## src/rtl/pool_pkg.sv

```systemverilog
// Shared types and default sizes for the pool bus arbiter.
// The optional idle-beat timeout is enabled by defining POOL_ARB_TIMEOUT_EN.
package pool_pkg;

    localparam int POOL_ADDR_W  = 28;
    localparam int POOL_LEN_W   = 4;
    localparam int POOL_TIMEOUT = 1024;

    typedef enum logic [2:0] {
        ST_IDLE = 3'd0,
        ST_AR   = 3'd1,
        ST_RD   = 3'd2,
        ST_AW   = 3'd3,
        ST_WR   = 3'd4
    } pool_arb_state_t;

endpackage

```

## src/rtl/pool_arb_rr.sv

```systemverilog
// Two-way round-robin picker: remembers which side was served last and,
// on a tie, picks the other one. Resets to "write served last".
module pool_arb_rr
    import pool_pkg::*;
(
    input  logic clk,
    input  logic rst,
    input  logic i_rd_req,
    input  logic i_wr_req,
    input  logic i_grant,
    output logic o_pick_wr
);

    logic r_last_wr;

    assign o_pick_wr = i_wr_req && (!i_rd_req || !r_last_wr);

    always_ff @(posedge clk or posedge rst) begin
        if (rst) begin
            r_last_wr <= 1'b1;
        end else if (i_grant) begin
            r_last_wr <= o_pick_wr;
        end
    end

endmodule

```

## src/rtl/pool_bus_arbiter.sv

```systemverilog
// Arbitrates the pool read controller and write bridge onto one shared address bus.
// Define POOL_ARB_TIMEOUT_EN to abort data phases that see no beat for TIMEOUT cycles.
//
// Handshake: a transfer happens on a cycle where valid and ready are both high;
// requesters hold valid/addr/len stable until they see ready.
module pool_bus_arbiter
    import pool_pkg::*;
#(
    parameter int ADDR_W  = POOL_ADDR_W,
    parameter int LEN_W   = POOL_LEN_W,
    parameter int TIMEOUT = POOL_TIMEOUT
) (
    input  logic              clk,
    input  logic              rst,
    input  logic              rd_valid,
    output logic              rd_ready,
    input  logic [ADDR_W-1:0] rd_addr,
    input  logic [LEN_W-1:0]  rd_len,
    input  logic              wr_valid,
    output logic              wr_ready,
    input  logic [ADDR_W-1:0] wr_addr,
    input  logic [LEN_W-1:0]  wr_len,
    output logic [ADDR_W-1:0] m_addr,
    output logic [LEN_W-1:0]  m_len,
    output logic              m_arvalid,
    input  logic              m_arready,
    output logic              m_awvalid,
    input  logic              m_awready,
    input  logic              m_rvalid,
    input  logic              m_rlast,
    input  logic              m_wready,
    input  logic              m_wlast,
    output logic              link_read,
    output logic              link_write,
    output logic              err,
    output pool_arb_state_t   o_dbg_state
);

    pool_arb_state_t  r_state;
    logic [LEN_W-1:0] r_len;
    logic [LEN_W:0]   r_cnt;
    logic             r_err;
    logic             w_pick_wr;
    logic             w_grant;
    logic             w_beat;
    logic             w_last;

`ifdef POOL_ARB_TIMEOUT_EN
    localparam int TMO_W = $clog2(TIMEOUT + 1);
    logic [TMO_W-1:0] r_tmo;
`endif

    assign w_grant = (r_state == ST_IDLE) && (rd_valid || wr_valid);

    pool_arb_rr u_rr (
        .clk      (clk),
        .rst      (rst),
        .i_rd_req (rd_valid),
        .i_wr_req (wr_valid),
        .i_grant  (w_grant),
        .o_pick_wr(w_pick_wr)
    );

    assign w_beat = (r_state == ST_RD) ? m_rvalid : m_wready;
    assign w_last = (r_state == ST_RD) ? m_rlast  : m_wlast;

    always_ff @(posedge clk or posedge rst) begin
        if (rst) begin
            r_state <= ST_IDLE;
            r_len   <= '0;
            r_cnt   <= '0;
            r_err   <= 1'b0;
`ifdef POOL_ARB_TIMEOUT_EN
            r_tmo   <= '0;
`endif
        end else begin
            case (r_state)
                ST_IDLE: begin
                    if (w_grant) begin
                        r_state <= w_pick_wr ? ST_AW : ST_AR;
                    end
                end
                ST_AR: begin
                    if (m_arready) begin
                        r_state <= ST_RD;
                        r_len   <= rd_len;
                        r_cnt   <= '0;
`ifdef POOL_ARB_TIMEOUT_EN
                        r_tmo   <= '0;
`endif
                    end
                end
                ST_AW: begin
                    if (m_awready) begin
                        r_state <= ST_WR;
                        r_len   <= wr_len;
                        r_cnt   <= '0;
`ifdef POOL_ARB_TIMEOUT_EN
                        r_tmo   <= '0;
`endif
                    end
                end
                ST_RD, ST_WR: begin
                    // The counter holds the index of the current beat, so a
                    // well-formed last beat arrives with r_cnt == r_len.
                    if (w_beat) begin
                        r_cnt <= r_cnt + 1'b1;
`ifdef POOL_ARB_TIMEOUT_EN
                        r_tmo <= '0;
`endif
                        if (w_last) begin
                            r_state <= ST_IDLE;
                            if (r_cnt != {1'b0, r_len}) begin
                                r_err <= 1'b1;
                            end
                        end
                    end
`ifdef POOL_ARB_TIMEOUT_EN
                    else if (r_tmo == TMO_W'(TIMEOUT - 1)) begin
                        r_state <= ST_IDLE;
                        r_err   <= 1'b1;
                    end else begin
                        r_tmo <= r_tmo + 1'b1;
                    end
`endif
                end
                default: r_state <= ST_IDLE;
            endcase
        end
    end

    always_comb begin
        m_addr     = '0;
        m_len      = '0;
        m_arvalid  = 1'b0;
        m_awvalid  = 1'b0;
        rd_ready   = 1'b0;
        wr_ready   = 1'b0;
        link_read  = 1'b0;
        link_write = 1'b0;
        case (r_state)
            ST_AR: begin
                m_arvalid = 1'b1;
                m_addr    = rd_addr;
                m_len     = rd_len;
                rd_ready  = m_arready;
            end
            ST_AW: begin
                m_awvalid = 1'b1;
                m_addr    = wr_addr;
                m_len     = wr_len;
                wr_ready  = m_awready;
            end
            ST_RD:   link_read  = 1'b1;
            ST_WR:   link_write = 1'b1;
            default: ;
        endcase
    end

    assign err         = r_err;
    assign o_dbg_state = r_state;

endmodule

```

## config.mk

```make
export PLATFORM = sky130hd
export DESIGN_NAME = pool_bus_arbiter
export DESIGN_NICKNAME = d
export VERILOG_FILES = /design/src/rtl/pool_pkg.sv /design/src/rtl/pool_arb_rr.sv /design/src/rtl/pool_bus_arbiter.sv
export SDC_FILE = /design/constraint.sdc
export NUM_CORES = 1
export LEC_CHECK = 0
export CAP_MARGIN = 30
export CORE_MARGIN = 2
export CORE_UTILIZATION = 30
export DETAILED_ROUTE_END_ITERATION = 10
export GPL_TIMING_DRIVEN = 0
export HOLD_SLACK_MARGIN = 0.08
export PLACE_DENSITY_LB_ADDON = 0.1
export SKIP_LAST_GASP = 1
export SLEW_MARGIN = 15
export SYNTH_ARGS = -nofsm -noshare
export SYNTH_HDL_FRONTEND = slang
export SYNTH_SLANG_ARGS = --single-unit
```

## constraint.sdc

```tcl
create_clock -name clk -period 3.8 [get_ports clk]
set_input_delay 0.76 -clock clk [delete_from_list [all_inputs] [get_ports clk]]
set_output_delay 0.76 -clock clk [all_outputs]
set_load 0.03 [all_outputs]
```

==> results.tsv, run 1 <==
metric	value	unit
outcome	complete, no violations	
rows	22	
avgSynthCellArea	9.32	sq um
hold_viol_final	0	
cts_resized	0	
cts_tree	yes	
dr.first_iter.drc_count	49	
initial_utilization	31.6	%
clkSinkCount	14	
maxSlewViolCount	0	
tightest_slew	580	ps
routed_wl	4540	microns
r2r_cells	5	
hp-class	reg2reg	
arrival	2390	ps
finalSetupViolCount	0	
critical-path-slowest-cell	clkdlybuf4s50_1	
grt-ovfl-total	0	
final_cell_mix	115 x clkdlybuf4s50_1, 34 x a22o_1, 13 x dfrtp_1	
htree_levels	1	
slew_headroom	61.4	%
leakage	0.971	nW
max_freq	317	MHz
dieWidth	66.6	microns
yosys.cell_types.count	40	
grt_usage	20.3	%
critPathKind	reg2out	
multiInputGateArea	761	sq um
cts_setup_buffers	0	
powerDensity	754	nW/um^2
routed-wl-met2	2440	microns
setup_tns	0	ps
area_growth	107	%
cp-start-kind	flop	
wl_met1	1840	microns
cp.depth	4	
path_buf_inv	2	
antenna_found_initial	0	
syn-cell-area	1170	sq um
skew	4.58	ps
synth_nets	201	
port_buffers	115	
cts_buffer_depth	2	
required	3040	ps
synth_warnings	0	
fp.dieArea	4430	sq um
path_max_fanout	10	
dr.pass1.iters	4	
ir_drop	432	uV
root_buffer	clkbuf_8	
ys_seq_elements	14	
grt_start_max_net_pins	15	
via_count	1451	
wire_per_inst	15.5	microns
grt_pass1_vias	1500	
postCtsHoldBufs	0	
vias_per_cell	4.95	
grt_pass1_wl	6990	microns
route.detailed.drc	0	
core	3720	sq um
clk_pin_slew_worst_paths	60	ps
globalplace.congestion	0.746	
mostFrequentLayoutCell	clkdlybuf4s50_1	
crit_family	buffers and inverters	
fillerInstances	322	
period_needed	3150	ps
finalCritPeriodShare	82.9	%
dr_wl_met3	227	microns
syn_inst	126	
ys_seq_area_share	29.9	%
hold-path-cell-count	1	
drive_above_1_share	7.76	%
critical-path-max-stage-delay	710	ps
max_cap_violations	0	
endpoint_kind	output pin	
ioPinCount	116	
dr.max_layer_used	met4	
ant_nets	0	
rsz0062_at_grt	false	
final_util	65.4	%
regArea	352	sq um
cp_cell_sequence	nor3b_4, clkbuf_1, a22o_1, clkdlybuf4s50_1	
cts_inserted_buffers	3	
nets	321	
hpwl	3850	microns
insertedDiodeCount	0	
clk_latency	240	ps
fp.dieH	66.6	microns
-- metrics by stage --
stage          cells  area (sq um)  setup WS (ps)  hold slack [ps]  total power [W]
3_3_place_gp     289          2390            868              455          0.00171
3_5_place_dp     289          2390            871              461          0.00172
2_1_floorplan    126          1170           1240              469          0.00117
5_1_grt          293          2430            469              506          0.00196
4_1_cts          293          2430            599              475          0.00185
6_report         293          2430            649              470          0.00183
-- final cells by class --
cell class / count / area share, %
sequential: 14 / 14.5
inverter: 2 / 0.309
tap: 48 / 2.47
clock buffer: 4 / 1.85
buffer: 10 / 2.26
timing repair buffer: 115 / 47.3
multi-input combinational: 100 / 31.3
-- worst reg2reg max path: stages, from the launching register on --
cell     delay [ps]
dfrtp_1         430
buf_4           190
nor3b_2         210
mux2i_1         340
nor3_1           90
o32a_2          390
-- Yosys cell counts --
cell | count | share of area (%)
o21ba_2 | 1 | 0.85
dfrtp_1 | 13 | 28
ha_1 | 1 | 1.1
nor3b_4 | 1 | 1.6
nor2_1 | 3 | 0.96
nor3_2 | 1 | 0.85
a21oi_1 | 6 | 2.6
xor2_1 | 1 | 0.75
nand3_1 | 2 | 0.85
mux2_2 | 1 | 0.96
nor3b_1 | 1 | 0.64
o21bai_1 | 1 | 0.64
nand2_1 | 8 | 2.6
nor3b_2 | 1 | 1.1
o21ai_0 | 4 | 1.7
o31ai_1 | 1 | 0.64
and3b_1 | 1 | 0.75
and2_1 | 2 | 1.1
nand2b_1 | 4 | 2.1
a211o_1 | 1 | 0.75
inv_1 | 2 | 0.64
clkbuf_1 | 3 | 0.96
a21oi_2 | 1 | 0.75
buf_4 | 1 | 0.64
mux2i_1 | 5 | 4.3
nor3_1 | 4 | 1.7
a221oi_1 | 1 | 0.75
a22o_1 | 34 | 25
a31o_2 | 1 | 0.75
nand3b_1 | 2 | 1.3
o21a_1 | 1 | 0.64
nand4_1 | 1 | 0.53
a31oi_1 | 1 | 0.53
buf_2 | 5 | 2.1
dfstp_2 | 1 | 2.2
buf_6 | 1 | 0.96
o32a_2 | 1 | 0.96
and3_1 | 1 | 0.53
a22oi_1 | 1 | 0.64
xnor2_1 | 5 | 3.7
-- layer usage --
layer,GRT usage [%],vias up
met5,0,-
met4,1.53,0
met2,36.0,50
li1,-,730
met1,25.6,669
met3,5.24,2
-- worst paths after layout --
path	to	startpoint	slack, ps
max	m_len[3]	o_dbg_state[0]$_DFFE_PP0P_	650
min	err$_DFFE_PP0P_	err$_DFFE_PP0P_	470
max reg2reg	o_dbg_state[1]$_DFFE_PP0P_	o_dbg_state[2]$_DFFE_PP0P_	2030
min reg2reg	err$_DFFE_PP0P_	err$_DFFE_PP0P_	470
max in group asynchronous	u_rr.r_last_wr$_DFFE_PP1P_	rst	2570
min in group asynchronous	r_cnt[2]$_DFFE_PP0P_	rst	860
-- report_power, final --
part	internal [W]	switching, W	leakage, nW
logic	0.000656	0.000776	0.774
clock network	0.0000741	0.0000513	0.0228
registers	0.000214	0.0000625	0.174
-- sequential cells by signal, indices dropped and copies added (netlist names) --
name / flops
o_dbg_state: 3
r_cnt: 5
r_len: 4
err: 1
u_rr.r_last_wr: 1
-- logic make-up (layout without fill, tap and decap cells) --
kind of cell | after synthesis | in the layout | share of synthesized area (%)
simple gates | 32 | 32 | 16.5
fa+ha+maj | 1 | 1 | 1.06
compound gates | 55 | 55 | 37.5
xor+xnor | 6 | 6 | 4.47
buf+inv | 12 | 131 | 5.32
flops | 14 | 14 | 29.9
mux | 6 | 6 | 5.22
No activity file was read; power rests on OpenSTA's default activity.
==> run 2, diff against run 1 <==
clock period = 3.2 ns   (was 3.8 ns; I/O delays follow)
==> run 2 against run 1 <==
Effect of this change: sequential power grew 19%; combinational power up 19%; clock skew barely moved; critical path depth stayed put; global-route usage did not move; via count is essentially flat.
==> results.tsv, run 2 (same netlist as run 1, synthesis figures left out) <==
metric	value	unit	change
dr.first_iter.drc_count	49		unchanged
max_flop_register	r_cnt		
rsz0062_at_grt	false		
globalplace.congestion	0.746		unchanged
leakage	0.975	nW	+0.34%
switchingPower	0.00106	W	+19%
crit-reg2reg-launch	o_dbg_state[2]$_DFFE_PP0P_		
skew	4.60	ps	+0.0186 ps
finalInstanceArea	2430	sq um	about the same
clk_pin_slew_worst_paths	60	ps	about the same
grt_start_max_net_pins	15		unchanged
max_freq	336	MHz	
grt_pass1_vias	1500		unchanged
mostFrequentLayoutCell	clkdlybuf4s50_1		
cts_tree	yes		
max_cap_violations	0		unchanged
hold_path.startpoint	err$_DFFE_PP0P_		
p_clk_share	6.8	%	about the same
setup_tns	0	ps	unchanged
endpoint_kind	output pin		
antenna_found_initial	0		unchanged
r2r_end	o_dbg_state[1]$_DFFE_PP0P_		
hold_viol_final	0		unchanged
required	2560	ps	-480 ps
rrSetupSlack	1430	ps	-600 ps
finalNonFillerCells	293		unchanged
dpl-instance-area	2390	sq um	unchanged
grt_pass1_wl	6990	microns	unchanged
ir_drop	513	uV	+19%
critPathKind	reg2out		
largest_reg_flops	5		unchanged
route.detailed.drc	0		unchanged
rows	22		unchanged
htree_levels	1		unchanged
hp-class	reg2reg		
area_growth	107	%	about the same
met1_usage	25.6	%	unchanged
period_needed	2980	ps	
nets	321		unchanged
finalCritPeriodShare	93.0	%	
cts_resized	0		unchanged
pwr-share-comb	78.1	%	about the same
powerDensity	895	nW/um^2	+19%
grt-ovfl-total	0		unchanged
outcome	complete, no violations		
slew_headroom	61.5	%	+0.15 points
hold-path-cell-count	1		unchanged
arrival	2340	ps	-50 ps
maxSlewViolCount	0		unchanged
power	0.00218	W	+19%
ant_nets	0		unchanged
path_max_fanout	10		unchanged
pwr-share-seq	15.1	%	about the same
postCtsHoldBufs	0		unchanged
switching_share	48.5	%	about the same
via_count	1450		-0.069%
cts_buffer_depth	2		unchanged
routed_wl	4530	microns	-0.11%
vias_per_cell	4.95		about the same
initial_utilization	31.6	%	unchanged
root_buffer	clkbuf_8		
wire_per_inst	15.5	microns	-0.11%
cp-start-kind	flop		
tightest_slew	577	ps	-2.30 ps
drive_above_1_share	8.16	%	+0.41 points
final_cell_mix	115 x clkdlybuf4s50_1, 34 x a22o_1, 13 x dfrtp_1		
clk_latency	240	ps	about the same
dp.cells	289		unchanged
gr-max-usage-layer	met2		
grt_usage	20.3	%	unchanged
ioPinCount	116		unchanged
fp.dieArea	4430	sq um	unchanged
hpwl	3850	microns	unchanged
dr.pass1.iters	4		unchanged
p_int	0.00112	W	+19%
cts_setup_buffers	0		unchanged
whs_endpoint	err$_DFFE_PP0P_		
fp.dieH	66.6	microns	unchanged
core	3720	sq um	unchanged
finalSetupViolCount	0		unchanged
met2_usage	36.0	%	unchanged
final_util	65.5	%	about the same
r2r_cells	5		unchanged
met3_usage	5.24	%	unchanged
insertedDiodeCount	0		unchanged
dieWidth	66.6	microns	unchanged
clkSinkCount	14		unchanged
cts_inserted_buffers	3		unchanged
port_buffers	115		unchanged
[run 2: cell types whose count changed in the layout (fill, tap and decap cells not counted)]
cell / previous run / this run
clkbuf_1: 4 / 3
clkbuf_2: 0 / 1
[run 2: metrics by stage]
step | hold slack (ps) | setup slack (ps)
finish | 470 | 223
global route | 506 | 22.1
CTS | 475 | 119
detailed placement | 461 | 402
global placement | 455 | 448
floorplan | 469 | 758
[run 2: worst max-delay path by stage]
stage                                     from         end  cells past startpoint
floorplan           o_dbg_state[0]$_DFFE_PP0P_   m_addr[1]                      3
global placement    o_dbg_state[0]$_DFFE_PP0P_    m_len[3]                      4
detailed placement  o_dbg_state[0]$_DFFE_PP0P_    m_len[3]                      4
CTS                 o_dbg_state[0]$_DFFE_PP0P_    m_len[3]                      4
global route        o_dbg_state[0]$_DFFE_PP0P_    m_len[2]                      4
finish              o_dbg_state[0]$_DFFE_PP0P_  m_addr[25]                      4
[run 2: worst max-delay path, stage by stage (launching register included)]
cell and delay [ps]:
dfrtp_1 440, nor3b_4 390, clkbuf_1 390, a22o_1 190
clkdlybuf4s50_1 680
[run 2: routing by layer]
| metal | vias up | wire, microns |
|---|---|---|
| li1 | 730 | - |
| met1 | 670 | 1840 |
| met2 | 48 | 2440 |
| met3 | 2 | 219 |
| met4 | 0 | 27 |
| met5 | - | 0 |
[run 2: area by class of cell]
type / instances / area (sq um)
inverter: 2 / 7.51
fill: 324 / 1280
clock buffer: 4 / 45.0
multi-input combinational: 100 / 761
buffer: 10 / 56.3
timing repair buffer: 115 / 1150
sequential: 14 / 352
tap: 48 / 60.1
[run 2: power groups by stage]
stage | Clock, W | Sequential [W] | Combinational [W]
2_1_floorplan | 0 | 0.000359 | 0.00103
3_3_place_gp | 0 | 0.000329 | 0.00170
3_5_place_dp | 0 | 0.000333 | 0.00171
4_1_cts | 0.000153 | 0.000329 | 0.00171
5_1_grt | 0.000163 | 0.000342 | 0.00182
6_report | 0.000149 | 0.000328 | 0.00170
